[config.mk]
export PLATFORM = sky130hd
export DESIGN_NAME = sevenseg_scan_flat
export DESIGN_NICKNAME = d
export VERILOG_FILES = /design/src/rtl/sevenseg_scan_if.sv /design/src/rtl/sevenseg_scan.sv /design/src/flat_wrapper.sv
export SDC_FILE = /design/constraint.sdc
export NUM_CORES = 1
export LEC_CHECK = 0
export ABC_AREA = 1
export BUFFER_PORTS_ARGS = -buffer_cell sky130_fd_sc_hd__buf_2
export CAP_MARGIN = 20
export CORE_UTILIZATION = 40
export CTS_BUF_LIST = sky130_fd_sc_hd__clkbuf_16
export CTS_CLUSTER_SIZE = 28
export DETAILED_ROUTE_END_ITERATION = 10
export GPL_TIMING_DRIVEN = 0
export SLEW_MARGIN = 20
export SYNTH_ARGS = -nofsm -noshare
export SYNTH_HDL_FRONTEND = slang
export SYNTH_SLANG_ARGS = --single-unit
export TNS_END_PERCENT = 20
[constraint.sdc]
create_clock -name clk -period 1.45 [get_ports clk]
set_clock_uncertainty 0.1 [all_clocks]
set_input_delay 0.0725 -clock clk [delete_from_list [all_inputs] [get_ports clk]]
set_output_delay 0.0725 -clock clk [all_outputs]
set_load 0.1 [all_outputs]
[src/rtl/sevenseg_scan_if.sv]
// sevenseg_scan_if
//   Bundles the digit inputs, scan controls and display outputs of the
//   stopwatch seven-segment driver.
//   master : digit/control source (drives en, blank_lz and the BCD digits,
//            observes seg/an).
//   slave  : the scan driver (consumes digits/controls, drives seg/an).
//   Signals:
//     en        scan enable; low holds the scan and blanks the display
//     blank_lz  blank a minutes-tens digit of 0 (sampled live)
//     min_tens  BCD digit 3    min_ones  BCD digit 2
//     sec_tens  BCD digit 1    sec_ones  BCD digit 0
//     seg       {g,f,e,d,c,b,a}, active-low
//     an        digit anodes, active-low, an[i] selects digit i
// Handshake: there is no valid/ready pair here. The digit inputs are level
// signals that are sampled only at the frame-wrap edge; the consumer never
// back-pressures the source.
interface sevenseg_scan_if;
   logic       en;
   logic       blank_lz;
   logic [3:0] min_tens;
   logic [3:0] min_ones;
   logic [3:0] sec_tens;
   logic [3:0] sec_ones;
   logic [6:0] seg;
   logic [3:0] an;

   modport master (
      output en, blank_lz, min_tens, min_ones, sec_tens, sec_ones,
      input  seg, an
   );

   modport slave (
      input  en, blank_lz, min_tens, min_ones, sec_tens, sec_ones,
      output seg, an
   );
endinterface

[src/rtl/sevenseg_scan.sv]
// sevenseg_scan
//   Time-multiplexed four-digit seven-segment driver. A prescaler divides
//   each digit slot into REFRESH_DIV cycles; a 2-bit slot index walks the
//   digits 0..3. The four BCD inputs are snapshotted once per frame (at the
//   frame-wrap edge) so a frame never shows a mix of old and new digits.
//   The first GUARD cycles of every slot keep all anodes off to suppress
//   ghosting, while seg already carries the new digit.
// Parameters:
//   REFRESH_DIV  cycles per digit slot (>= 2)
//   GUARD        anode-off cycles at the start of each slot (< REFRESH_DIV)
// Ports:
//   clk  clock
//   rst  asynchronous, active-high reset
//   bus  sevenseg_scan_if.slave (digits, en, blank_lz in; seg, an out)
module sevenseg_scan #(
   parameter int REFRESH_DIV = 1000,
   parameter int GUARD       = 2
) (
   input logic            clk,
   input logic            rst,
   sevenseg_scan_if.slave bus
);

   localparam int CNT_W = (REFRESH_DIV > 1) ? $clog2(REFRESH_DIV) : 1;
   localparam logic [CNT_W-1:0] CNT_LAST = CNT_W'(REFRESH_DIV - 1);

   logic [CNT_W-1:0] cnt_q, cnt_d;
   logic [1:0]       idx_q, idx_d;
   // snap_q[i] holds digit i (0 = sec_ones ... 3 = min_tens).
   logic [3:0][3:0]  snap_q, snap_d;
   logic [6:0]       seg_q, seg_d;
   logic [3:0]       an_q, an_d;

   logic             slot_last;
   logic [3:0]       cur_digit;

   function automatic logic [6:0] decode(input logic [3:0] d);
      logic [6:0] s;
      case (d)
         4'd0:    s = 7'b1000000;
         4'd1:    s = 7'b1111001;
         4'd2:    s = 7'b0100100;
         4'd3:    s = 7'b0110000;
         4'd4:    s = 7'b0011001;
         4'd5:    s = 7'b0010010;
         4'd6:    s = 7'b0000010;
         4'd7:    s = 7'b1111000;
         4'd8:    s = 7'b0000000;
         4'd9:    s = 7'b0010000;
         default: s = 7'b0111111;  // non-BCD codes show a dash
      endcase
      return s;
   endfunction

   always_comb begin
      cnt_d     = cnt_q;
      idx_d     = idx_q;
      snap_d    = snap_q;
      seg_d     = 7'b1111111;
      an_d      = 4'b1111;
      slot_last = (cnt_q == CNT_LAST);
      cur_digit = snap_q[idx_q];

      if (bus.en) begin
         cnt_d = slot_last ? '0 : cnt_q + CNT_W'(1);
         if (slot_last) begin
            idx_d = idx_q + 2'd1;
            // Frame wrap: take a coherent copy of all four digits.
            if (idx_q == 2'd3) begin
               snap_d = {bus.min_tens, bus.min_ones, bus.sec_tens, bus.sec_ones};
            end
         end

         // Segments follow the selected digit even during the guard so they
         // are settled by the time the anode turns on.
         if (bus.blank_lz && (idx_q == 2'd3) && (cur_digit == 4'd0)) begin
            seg_d = 7'b1111111;
         end else begin
            seg_d = decode(cur_digit);
         end

         if (int'(cnt_q) < GUARD) begin
            an_d = 4'b1111;
         end else begin
            an_d = ~(4'b0001 << idx_q);
         end
      end
   end

   always_ff @(posedge clk or posedge rst) begin
      if (rst) begin
         cnt_q  <= '0;
         idx_q  <= 2'd0;
         snap_q <= '0;
         seg_q  <= 7'b1111111;
         an_q   <= 4'b1111;
      end else begin
         cnt_q  <= cnt_d;
         idx_q  <= idx_d;
         snap_q <= snap_d;
         seg_q  <= seg_d;
         an_q   <= an_d;
      end
   end

   assign bus.seg = seg_q;
   assign bus.an  = an_q;

endmodule

[src/flat_wrapper.sv]
// flat-port wrapper written by rule: the top's interface ports become plain ports
module sevenseg_scan_flat 
#(
   parameter int REFRESH_DIV = 1000,
   parameter int GUARD       = 2
)
  (clk, rst, bus_en, bus_blank_lz, bus_min_tens, bus_min_ones, bus_sec_tens, bus_sec_ones, bus_seg, bus_an);
  sevenseg_scan_if bus_i ();
  input logic clk;
  input logic rst;
  input wire logic [$bits(bus_i.en)-1:0] bus_en;
  input wire logic [$bits(bus_i.blank_lz)-1:0] bus_blank_lz;
  input wire logic [$bits(bus_i.min_tens)-1:0] bus_min_tens;
  input wire logic [$bits(bus_i.min_ones)-1:0] bus_min_ones;
  input wire logic [$bits(bus_i.sec_tens)-1:0] bus_sec_tens;
  input wire logic [$bits(bus_i.sec_ones)-1:0] bus_sec_ones;
  output wire logic [$bits(bus_i.seg)-1:0] bus_seg;
  output wire logic [$bits(bus_i.an)-1:0] bus_an;
  assign bus_i.en = bus_en;
  assign bus_i.blank_lz = bus_blank_lz;
  assign bus_i.min_tens = bus_min_tens;
  assign bus_i.min_ones = bus_min_ones;
  assign bus_i.sec_tens = bus_sec_tens;
  assign bus_i.sec_ones = bus_sec_ones;
  assign bus_seg = bus_i.seg;
  assign bus_an = bus_i.an;
  sevenseg_scan #(.REFRESH_DIV(REFRESH_DIV), .GUARD(GUARD)) u_core (.clk(clk), .rst(rst), .bus(bus_i));
endmodule
# [Word level (Yosys, flattened, before mapping)]
# Memories as Yosys holds them, arrays and structs flattened.
# Index checks and enable logic that the tools add are counted.
# Widths: inputs -> output; s select.
[word_totals] output_inout_bits=11 latchBits=0 rom_bits=112 wordCells=29 regBits=39 memories=1 ramBits=0
[mem_list] name="(name not given)" depth=16 word_bits=7 read_ports=1 rd_clocked_by_memory_dff=0 write_ports=0 line="sevenseg_scan.sv:39" text="case (d)"
[classes] add_sub_neg=2 bitwise=1 n_eq_ne=2 order_cmp=2 shifts=1 multipliers=0 n_reduce_logical=5 mux=7 div=0
[op_table] op="$mux 7" n=2
[op_table] op="$mux 4" n=3
[op_table] op="$add 10x1->10 const B" n=1
[op_table] op="$eq 10x10->1 const B" n=1
[op_table] op="$lt 10x2->1 const B" n=1
[op_table] op="$mux 10" n=1
[op_table] op="$bmux 4 s2" n=1
[op_table] op="$logic_not 4->1" n=1
[op_table] op="$not 4->4" n=1
[op_table] op="$shl 1x2->4 const A" n=1
[op_table] op="$lt 2x3->1 const B" n=1
[op_table] op="$reduce_and 3->1" n=1
[op_table] op="$add 2x1->2 const B" n=1
[op_table] op="$eq 2x2->1 const B" n=1
[op_table] op="$logic_and 1x1->1" n=2
[op_table] op="$reduce_and 2->1" n=1

# [Depth between registers and ports, before layout]
[logic_depth] ltp_word=6 ltp_mapped=12

# [Least setup slack after synthesis]
# OpenSTA, ideal clock, no wires.
[synth_timing] path_type="reg2reg" start="register u_core.idx_q[0]" end="register u_core.seg_q[4] (netlist: u_core.bus.seg[4])" path_stages_with_launch=13 setup_ps=77 arrival_ps=1457 path_buffers=1 path_slack_ps=-184 path_cell_list="dfrtp_1 -> buf_4 -> inv_4 -> nand2_1 -> nand3_1 -> nand2_1 -> ha_1 -> inv_1 -> nor2_1 -> nand3_4 -> nand2_1 -> nor2_1 -> nand2_1"
[synth_via] elab_chain_cells=6 word_cells_on_any_way=9 cone_classes="eq/ne: 1; mux: 4; reduce/logical: 3; memory: 1"
[synth_rtl] item="start: declaration" line="sevenseg_scan.sv:28" text="logic [1:0] idx_q, idx_d;"
[synth_rtl] item="start signal: assignment" line="sevenseg_scan.sv:99" text="idx_q <= idx_d;"
[synth_rtl] item="parallel branches: the longest is 4 deep, another holds $mem_v2 16x7"
[synth_rtl] item="$mux 7 *" line="sevenseg_scan.sv:76" text="if (bus.blank_lz && (idx_q == 2'd3) && (cur_digit == 4'd0)) begin"
[synth_rtl] item="$mux 7 *" line="sevenseg_scan.sv:64" text="if (bus.en) begin"
[synth_rtl] item="via u_core.seg_d[4]" line="sevenseg_scan.sv:31" text="logic [6:0] seg_q, seg_d;"
[synth_rtl] item="end signal: assignment" line="sevenseg_scan.sv:101" text="seg_q <= seg_d;"
[synth_rtl] item="end: declaration" line="sevenseg_scan.sv:31"
# Mark *: on every way through the listed nets, which the timed path passes. The select of a mux whose other input is x is not followed.
# A chain may end at the register's enable or synchronous reset.

# [Worst setup path in the final report]
# Ends and elaborated chain as after synthesis.

==> results.toml <==
[finish]
multi_input_area_um2 = 1220
layout.area.seq_um2 = 995
fillCellCount = 384
nets = 363
layout_common_cells = "63 x nand2_1, 32 x buf_2, 24 x dfrtp_1"
drive_gt1_share_pct = 44.1
antennaDiodeCount = 0
mostFrequentLayoutCell = "nand2_1"
fin_area_um2 = 3140
syn2layout_area_growth_pct = 51.8

[power_and_ir_drop]
power_density_nw_per_um2 = 1160
cellLeakagePower_nw = 1.56
peakVddDrop_v = 0.000581

[setup_path]
cp.arrival_ns = 1.75
worstSetupPathType = "flip-flop to flip-flop"
crit_top_cell = "buf_6"
worst-path-buf-inv = 4
critPathTopFamily = "buffers and inverters"
crit_slowest_cell = "dfrtp_1"
endpoint_kind = "flip-flop"
cp.required_ns = 1.57
crit_chain = "buf_6 -> inv_8 -> buf_4 -> nand2_2 -> nand3_4 -> nand2_4 -> buf_6 -> a21oi_2 -> nor2_2 -> nand2_1"
crit_path_start_kind = "flip-flop"
slowest_delay_ns = 0.39
crit_path_max_fanout = 7

[yosys]
synth_fp_nets = 282
ys_ff_latch = 39
synthCells = 251
netlist_area_um2 = 2070
yosysTopAreaCell = "dfrtp_1"
avgSynthCellArea_um2 = 8.24
synth.area.top_cells = "dfrtp_1 34%, nand2_1 15%, dfstp_2 14%, ha_1 6.7%, nand3_1 6.5%"
synth.distinct_cells = 26
synth_top_area_share_pct = 33.9
synth-seq-area-share_pct = 47.8
synth-warning-count = 0

[die]
start_util_pct = 42.7
num_rows = 25
die_x_um = 73.9
ios = 31
fp.dieH_um = 73.9
die_area_um2 = 5470
core-area_um2 = 4850

[cts]
cts_buffers = 5
clock_sinks = 39
root_buffer = "clkbuf_16"
clk_pin_slew_ns = 0.06
htreeDepth = 2
worstSkewPairLatency_ns = 0.28
cts_buffer_depth = 2
cts_tree = "built"

[placed_design]
dp_hpwl_um = 3000
gp_congestion = 0.787
portBuffers = 30
placed_area_um2 = 2400

[detailed_routing]
vias_per_cell = 4.85
wire_per_inst_um = 13.0
ant_nets = 0
first_pass_iters = 4
first_iter_violations = 100
drcViolationCount = 0
vias = 1939
routed_wl_um = 5210

[sta]
post-route-period-util_pct = 112
final.setup.tns_ns = -0.821
fmax_ghz = 0.614
maxSlewHeadroom_pct = 67.8
holdWs_ns = 0.120
rsz0062_at_grt = "yes"
worst_pin_slew_ns = 0.486
hold_viol = 0
min_period_ns = 1.63
slew_viol_final = 0
setup_viol = 16
setup_ws_ns = -0.178

[job]
maxCapViolCount = 0

[grt]
antenna_found_initial = 0
grt_first_pass_wirelength_um = 8310
grt_overflow_total = 0
grt_pass1_vias = 1804
grt_usage_pct = 20.8
grt_start_max_net_pins = 33

[status]
violations = "negative setup slack"
outcome = "finished, violations left"

[worst_hold_path]
min_path_type = "input pin to flip-flop"
[registers in the layout, summed over array words and instances, names as in the netlist]
name            cells
u_core.idx_q        2
u_core.snap_q      16
u_core.bus.seg      7
u_core.cnt_q       10
u_core.bus.an       4
[cell type report]
class	count	share of cell area (%)
plain buffers	6	1.59
inverters	23	3.23
well taps	67	2.67
clock buffers	5	3.98
flip-flops and latches	39	31.7
repair buffers	74	17.6
multi-input cells	183	38.9
clock inverters	3	0.359
[cell usage after synthesis]
master / instances
dfstp_2: 11
buf_1: 1
o211ai_1: 1
buf_4: 1
nor2_8: 1
inv_2: 1
nor3_4: 1
o21ai_0: 20
nor3_1: 2
nand4_1: 9
o21bai_1: 1
nand2_2: 1
nand3_4: 2
nor4_1: 2
dfrtp_1: 28
inv_1: 21
nand2_1: 83
nor2_1: 17
ha_1: 11
buf_2: 1
a21oi_1: 4
xor2_1: 1
clkbuf_1: 1
nand3_1: 27
inv_4: 1
buf_6: 2
[metal layers]
| metal | track usage (%) | share of wire [%] | routed length (um) | vias up |
|---|---|---|---|---|
| met3 | 5.15 | 3.4 | 177 | 6 |
| li1 | - | - | - | 981 |
| met2 | 35.8 | 52 | 2700 | 51 |
| met4 | 8.55 | 1.6 | 85 | 0 |
| met1 | 24.8 | 43 | 2250 | 901 |
| met5 | 0 | 0 | 0 | - |
[cell families (layout without fill, tap and decap cells)]
family / count (synthesis) / in the layout / synth area share (%)
AO/OA/AOI/OAI: 26 / 26 / 6.53
XOR/XNOR: 1 / 1 / 0.423
adder cells (fa/ha/maj): 11 / 11 / 6.65
buffers and inverters: 29 / 111 / 6.35
flip-flops: 39 / 39 / 47.8
AND/OR/NAND/NOR: 145 / 145 / 32.2
[path summary, 6_finish.rpt]
| check | startpoint | slack [ns] | to | cells after the start |
|---|---|---|---|---|
| hold reg to reg | u_core.snap_q[10] | 0.39 | u_core.snap_q[10] | 2 |
| hold / removal | bus_en | 0.12 | u_core.snap_q[14] | 4 |
| max in group asynchronous | rst | 0.65 | u_core.bus.an[2] | 4 |
| setup reg to reg | u_core.idx_q[0] | -0.18 | u_core.bus.seg[4] | 10 |
| setup / recovery | u_core.idx_q[0] | -0.18 | u_core.bus.seg[4] | 10 |
| min in group asynchronous | rst | 0.34 | u_core.bus.seg[4] | 3 |
[through the flow]
step	util, %	power, mW	setup WS [ns]	std cells
after floorplan	-	2.16	-0.0567	251
after global placement	49.1	2.32	-0.365	348
after detailed placement	49.5	2.34	-0.357	349
after CTS	62.3	3.56	-0.118	398
after global routing	64.8	3.83	-0.247	400
final	64.8	3.64	-0.178	400
[report_power, final]
| group | leakage [nW] | switching (mW) | internal [mW] |
|---|---|---|---|
| Combinational | 1.03 | 0.762 | 0.406 |
| Sequential | 0.465 | 0.165 | 1.27 |
| Clock | 0.0701 | 0.425 | 0.619 |
| Total | 1.56 | 1.35 | 2.29 |
[worst register-to-register path, stage by stage, from the launching register on]
cell and delay [ns]:
dfrtp_1 0.39, buf_6 0.15, inv_8 0.07, buf_4 0.14
nand2_2 0.06, nand3_4 0.12, nand2_4 0.10, buf_6 0.14
a21oi_2 0.15, nor2_2 0.06, nand2_1 0.08
[what timing repair did]
item                       in CTS  in global routing
gates cloned                    3                  0
setup endpoints to repair      31                 31
gates resized for setup        53                 31
pin swaps                      16                 18
setup buffers                  21                  2
hold endpoints to repair       51                  0
hold buffers                   17                  0
Power figures use the tool's default switching activity.
